--- config.mk ---
export PLATFORM = sky130hd
export DESIGN_NAME = mem_readback_scanner
export DESIGN_NICKNAME = d
export VERILOG_FILES = /design/src/rtl/mem_readback_scanner.sv
export SDC_FILE = /design/constraint.sdc
export NUM_CORES = 1
export LEC_CHECK = 0
export CORE_MARGIN = 1
export CORE_UTILIZATION = 49
export CTS_CLUSTER_SIZE = 40
export DETAILED_ROUTE_END_ITERATION = 10
export PLACE_DENSITY_LB_ADDON = 0.15
export SLEW_MARGIN = 20
export SYNTH_ARGS = -nofsm -noshare
export SYNTH_HDL_FRONTEND = slang
export SYNTH_SLANG_ARGS = --single-unit
--- constraint.sdc ---
create_clock -name clk -period 5.3 [get_ports clk]
set_input_delay 1.06 -clock clk [delete_from_list [all_inputs] [get_ports clk]]
set_output_delay 1.06 -clock clk [all_outputs]
set_load 0.05 [all_outputs]
--- src/rtl/mem_readback_scanner.sv ---
// Read-side RAM scan engine: folds each word into a rotating checksum.
// Optional first-mismatch capture is built when SCAN_FIRST_ERR_EN is defined.
module mem_readback_scanner #(
    parameter int WID_MEM    = 4,
    parameter int DEPTH_MEM  = 8192,
    parameter int SCAN_DEPTH = DEPTH_MEM - 1,
    parameter int SEED       = 0,
    parameter int CNT_W      = 16
) (
    input  logic               clk,
    input  logic               reset,
    input  logic               start,
    output logic [31:0]        raddr,
    output logic [31:0]        waddr,
    output logic [WID_MEM-1:0] din,
    input  logic [WID_MEM-1:0] mem_dout,
    output logic               busy,
    output logic               done,
    output logic [15:0]        checksum,
    output logic [CNT_W-1:0]   err_count,
    output logic [31:0]        first_err_addr,
    output logic               first_err_valid
);

    typedef enum logic [1:0] {
        IDLE,
        SCAN,
        DRAIN,
        DONE
    } state_t;

    localparam logic [31:0]        LAST    = 32'(SCAN_DEPTH - 1);
    localparam logic [31:0]        SINK    = 32'(DEPTH_MEM - 1);
    localparam logic [WID_MEM-1:0] SEED_W  = WID_MEM'(SEED);
    localparam logic [CNT_W-1:0]   CNT_MAX = '1;

    state_t               state;
    state_t               state_nx;
    logic                 accept;
    logic                 last_issue;
    logic                 vld_d;
    logic [WID_MEM-1:0]   addr_lo;
    logic [15:0]          d16;
    logic                 mismatch;

    // The RAM writes every clock, so the write port is parked on the sink word.
    assign waddr = SINK;
    assign din   = '0;

    assign accept     = start && (state == IDLE || state == DONE);
    assign last_issue = (state == SCAN) && (raddr == LAST);

    always_ff @(posedge clk or negedge reset) begin
        if (!reset) state <= IDLE;
        else        state <= state_nx;
    end

    always_comb begin
        state_nx = state;
        unique case (state)
            IDLE:    if (start) state_nx = SCAN;
            SCAN:    if (last_issue) state_nx = DRAIN;
            DRAIN:   state_nx = DONE;
            DONE:    if (start) state_nx = SCAN;
            default: state_nx = IDLE;
        endcase
    end

    always_comb begin
        busy = 1'b0;
        done = 1'b0;
        unique case (state)
            SCAN, DRAIN: busy = 1'b1;
            DONE:        done = 1'b1;
            default:     ;
        endcase
    end

    always_ff @(posedge clk or negedge reset) begin
        if (!reset)
            raddr <= '0;
        else if (state == SCAN && !last_issue)
            raddr <= raddr + 32'd1;
        else
            raddr <= '0;
    end

    // Tag the one-cycle RAM latency with the issuing address.
    always_ff @(posedge clk or negedge reset) begin
        if (!reset) begin
            vld_d   <= 1'b0;
            addr_lo <= '0;
        end else begin
            vld_d   <= (state == SCAN);
            addr_lo <= raddr[WID_MEM-1:0];
        end
    end

    always_comb begin
        d16 = '0;
        d16[WID_MEM-1:0] = mem_dout;
    end

    assign mismatch = mem_dout != (addr_lo ^ SEED_W);

    always_ff @(posedge clk or negedge reset) begin
        if (!reset) begin
            checksum  <= '0;
            err_count <= '0;
        end else if (accept) begin
            checksum  <= '0;
            err_count <= '0;
        end else if (vld_d) begin
            checksum <= {checksum[14:0], checksum[15]} ^ d16;
            if (mismatch && err_count != CNT_MAX)
                err_count <= err_count + 1'b1;
        end
    end

`ifdef SCAN_FIRST_ERR_EN
    logic [31:0] addr_d;

    always_ff @(posedge clk or negedge reset) begin
        if (!reset) addr_d <= '0;
        else        addr_d <= raddr;
    end

    always_ff @(posedge clk or negedge reset) begin
        if (!reset) begin
            first_err_addr  <= 32'hFFFF_FFFF;
            first_err_valid <= 1'b0;
        end else if (accept) begin
            first_err_addr  <= 32'hFFFF_FFFF;
            first_err_valid <= 1'b0;
        end else if (vld_d && mismatch && !first_err_valid) begin
            first_err_addr  <= addr_d;
            first_err_valid <= 1'b1;
        end
    end
`else
    assign first_err_addr  = 32'hFFFF_FFFF;
    assign first_err_valid = 1'b0;
`endif

endmodule

After elaboration in Yosys (flattened, before gate mapping)
Index checks and enable logic that the tools add are counted.
- register bits: 71
- output and inout port bits: 135
- add/sub/neg operators: 2
- eq/ne operators: 8
- mux-type cells: 11
- bitwise logic cells: 1
- reduce and logical (&&, ||, !) cells: 13
- operators with widths (operator ; number):
    $mux W16 ; 5
    $add A32 B1 Y32 const B ; 1
    $eq A32 B13 Y1 const B ; 1
    $mux W32 ; 1
    $add A16 B1 Y16 const B ; 1
    $ne A16 B16 Y1 const B ; 1
    $xor A16 B4 Y16 ; 1
    $pmux W2 S3 ; 1
    $eq A2 B2 Y1 const B ; 2
    $logic_and A1 B1 Y1 ; 4
    $mux W2 ; 2
    $ne A4 B4 Y1 ; 1
    $reduce_and A2 Y1 ; 2
    $reduce_bool A2 Y1 ; 2
    $reduce_or A2 Y1 ; 2
    $eq A2 B1 Y1 const B ; 1
    $logic_not A2 Y1 ; 1
    $mux W1 ; 2
    $ne A2 B1 Y1 const B ; 1
    $ne A2 B2 Y1 const B ; 1
    $logic_not A1 Y1 ; 1
    $logic_or A1 B1 Y1 ; 1

Depth between registers and ports, before layout
- word-level depth: 5
- depth in mapped cells: 8

Least setup slack after synthesis
OpenSTA, ideal clock, no wires.
- path type: flip-flop to flip-flop
- start: register raddr[0]
- end: register raddr[26]
- arrival time: 2.531 ns
- data required time: 5.222 ns
- path slack: 2.692 ns
- stages on the path, launching flop included: 9
- cell sequence: dfrtp_1 ha_1 buf_6 nand4_2 or2_1 buf_6 or3_4 or4_1 a21boi_1
- word-level cells in the longest chain between the ends: 5
- elaborated cells between the ends (all ways): 6
- classes of those cells: add/sub (1); eq/ne (1); mux (1); reduce/logical (3)
- ends and longest elaborated chain (element ; line ; source):
    start: declaration ; 13 ; output logic [31:0] raddr,
    start signal: assignment ; 83 ; raddr <= raddr + 32'd1;
    branches (longest 4 deep; another with $add A32 B1 Y32) ; -- ;
    $mux W32 * ; 82 ; else if (state == SCAN && !last_issue)
Mark *: on every way between the ends.
A chain may end at the register's enable or synchronous reset.

Worst setup path in the final report
- start: register state[0]
- end: output busy
- word-level cells in the longest chain between the ends: 3
- elaborated cells between the ends (all ways): 4
- classes of those cells: eq/ne (2); mux (1); reduce/logical (1)
- ends and longest elaborated chain (element ; line ; source):
    start: declaration ; 37 ; state_t state;
    start signal: assignment ; 55 ; else state <= state_nx;
    $eq A2 B1 Y1 / $eq A2 B2 Y1 (equally long branches) ; 72 ; unique case (state)
    $reduce_or A2 Y1 * ; 72 ;
    $mux W1 * ; 72 ;
    end: declaration ; 17 ; output logic busy,
Mark *: on every way between the ends. The rest lies on a longest branch, timed or not.

==> flow_metrics.tcl <==
set metrics [dict create \
    clkLatencyLatePin_ps 350 \
    dieWidth_microns 93.16 \
    antenna_found_initial 0 \
    grt_pass1_wl_mm 13.74 \
    p_leak_nw 2.106 \
    cts_hold_buffers 0 \
    dp.final_hpwl_mm 5.952 \
    pin_count 142 \
    start_util_pct 51.62 \
    fp-row-count 32 \
    hold_end "addr_lo[3]" \
    wl_per_cell_microns 14.17 \
    hp-start "raddr[3]" \
    die-height_microns 93.16 \
    cp_slowest_cell "clkdlybuf4s50_1" \
    crit_path_end_kind "output pin" \
    synthTopCellsByArea "dfrtp_1 44%, buf_4 13%, nor2_1 4.9%, xnor2_1 4.3%, xor2_1 3.9%" \
    cp-start-kind "flip-flop" \
    cp_top_family "buffers and inverters" \
    antennaDiodeCount 0 \
    clock-sinks 71 \
    grt.overflow.total 0 \
    syn_inst 417 \
    drtPass1Iterations 4 \
    regToRegEndpoint "state[1]" \
    crit_buf_inv 2 \
    finalCritPeriodShare_pct 57.78 \
    port_buffers 72 \
    instances_no_fill 590 \
    area_growth_pct 17.33 \
    path_class "reg2out" \
    switching_share_pct 44.16 \
    grt_max_degree 47 \
    r2r_setup_slack_ps 2610 \
    htree_num_levels 3 \
    tightest_slew_ps 856.1 \
    async_reset_ff_share_pct 100.0 \
    cts_resized 0 \
    cp.depth 3 \
    cts_tree "yes" \
    place.gp.congestion 0.8288 \
    root_buffer "clkbuf_8" \
    syn_area_sq_um 4071 \
    crit_chain "ha_1, inv_1, clkdlybuf4s50_1" \
    core_sq_um 7888 \
    slew_headroom_pct 42.92 \
    fin_crit_ps 3062 \
    vias 3072 \
    power.share.clock_pct 24.0 \
    power.internal_mw 1.014 \
    skew_ps 9.702 \
    hold_class "reg2reg" \
    arrival_ps 2000 \
    slew_viol_final 0 \
    seq_area_frac_synth_pct 43.64 \
    ant_nets 0 \
    grt_pass1_vias 2849 \
    yosysWarningCount 0 \
    crit_start "state[0]" \
    synth_seq_cells 71 \
    report.final.hold_viol_count 0 \
    status "finished clean" \
    synth_top_area_share_pct 43.64 \
    holdPathStages 0 \
    die_area_sq_um 8678 \
    yosys.area.top_type "dfrtp_1" \
    nNetsFinal 496 \
    fmax_ghz 0.3266 \
    drt-total-wl_mm 8.358 \
    worstRegToRegCells 8 \
    comb_power_share_pct 38.0 \
    drive_above_1_share_pct 5.738 \
    pwr_density_cell_nw_per_um2 380.2 \
    fillers 723 \
    synth_edf_count 0 \
    p_sw_mw 0.8020 \
    cp_max_fo 4 \
    rr_startpoint "raddr[0]" \
    grt_usage_pct 20.29 \
    synth-main-ff-cell "dfrtp_1" \
    clk_pin_slew_ps 80 \
    drtIter0Drc 126 \
    via_per_inst 5.207 \
    syn_avg_cell_area_sq_um 9.764 \
    fin_tns_setup_ps 0 \
    drc 0 \
    setup_viol 0 \
    ys_types 53 \
    pwr-share-seq_pct 38.0 \
    ir_worst_vdd_mv 0.2111 \
    drv_cap 0 \
    critPathRequiredTime_ps 4240 \
    rsz0062_at_grt "no" \
    dp_cells 574 \
    post-cts-setup-buffer-count 0 \
    cts_buffer_depth 2 \
    cts-buffers-inserted 9 \
    max_stage_delay_ps 800 \
]
==> Yosys cell counts, types with 3 or more instances <==
library cell,instances
dfrtp_1,71
buf_4,69
nor2_1,53
xnor2_1,20
xor2_1,18
nand2_1,15
nand3_1,14
mux2i_1,13
o21ai_0,12
clkbuf_1,11
a21oi_1,9
nor4_1,9
and3_1,8
inv_1,7
and2_1,6
ha_1,6
nand4_1,6
o211ai_1,6
nor3_1,5
a211oi_1,4
and4_1,4
o31ai_1,4
or4_1,4
buf_6,3
nor3b_1,3
or3_1,3
==> routing by layer <==
layer	vias to the layer above	track usage, %	share of wire [%]
met5	-	0	0
met4	0	7.949	1.2
met3	10	4.146	4.9
met1	1519	26.70	44
met2	99	32.84	50
li1	1444	-	-
==> through the flow <==
stage	hold WS (ps)	total power [mW]	instance area, sq um	setup slack, ps	util (%)
CTS	535.8	1.830	4773	2220	60.52
global route	550.1	1.904	4777	2183	60.56
finish	527.6	1.816	4777	2238	60.56
floorplan	573.4	1.240	4323	2692	-
detailed placement	509.0	1.394	4574	2132	57.99
global placement	498.8	1.379	4574	2187	57.99
==> area by class of cell <==
| type | count | area [sq um] | area share, % |
|---|---|---|---|
| sequential | 71 | 1777 | 37.19 |
| clock buffer | 10 | 127.6 | 2.672 |
| clock inverter | 6 | 71.32 | 1.493 |
| inverter | 7 | 26.28 | 0.5500 |
| multi-input combinational | 320 | 1914 | 40.07 |
| tap | 102 | 127.6 | 2.672 |
| timing repair buffer | 74 | 733.2 | 15.35 |
==> worst reg2reg max path, cell delays in order (launching register included) <==
cell     delay [ps]
dfrtp_1         480
inv_1           100
ha_1            140
nor4b_1         340
nand3_1         220
o31ai_2         670
buf_4           370
a21oi_1         100
a21o_1          150
==> worst max path at each step <==
stage,slack [ps],to
4_1_cts,2220,busy
2_1_floorplan,2690,raddr[26]
3_5_place_dp,2130,err_count[15]
6_report,2240,busy
5_1_grt,2180,busy
3_3_place_gp,2190,err_count[13]
==> cell usage in the layout (no fill, tap or decap), types with 3 or more instances in the layout <==
master / synthesis / layout
and2_1: 6 / 5
nor4_1: 9 / 9
or4_1: 4 / 4
inv_1: 7 / 7
nor3b_1: 3 / 3
a211oi_1: 4 / 4
clkinv_4: 0 / 3
o211ai_1: 6 / 6
o31ai_1: 4 / 4
clkdlybuf4s50_1: 0 / 71
xor2_1: 18 / 18
nor3_1: 5 / 5
buf_4: 69 / 3
nand2_1: 15 / 15
nand4_1: 6 / 6
clkbuf_8: 0 / 9
mux2i_1: 13 / 13
or3_1: 3 / 3
nor2_1: 53 / 53
and3_1: 8 / 8
and4_1: 4 / 4
xnor2_1: 20 / 20
conb_1: 2 / 69
ha_1: 6 / 6
a21oi_1: 9 / 9
dfrtp_1: 71 / 71
nand3_1: 14 / 14
o21ai_0: 12 / 12
==> kinds of logic after synthesis <==
kind of cell	after synthesis	synth area share, %
compound gates	50	8.359
xor+xnor	38	8.175
fa+ha+maj	6	1.844
buf+inv	93	15.55
flops	71	43.64
mux	13	3.196
other cells	2	0.1845
simple gates	144	19.05
==> flip-flops by register name (all words and copies together), names as in the netlist <==
name       cells
state          2
addr_lo        4
err_count     16
raddr         32
checksum      16
vld_d          1
==> power by group through the flow <==
stage,clock [mW],combinational (mW),sequential [mW]
final,0.437,0.690,0.689
after global routing,0.469,0.736,0.699
after CTS,0.446,0.694,0.689
after detailed placement,0,0.695,0.699
after global placement,0,0.681,0.698
after floorplan,0,0.442,0.798
Power figures use the tool's default switching activity.
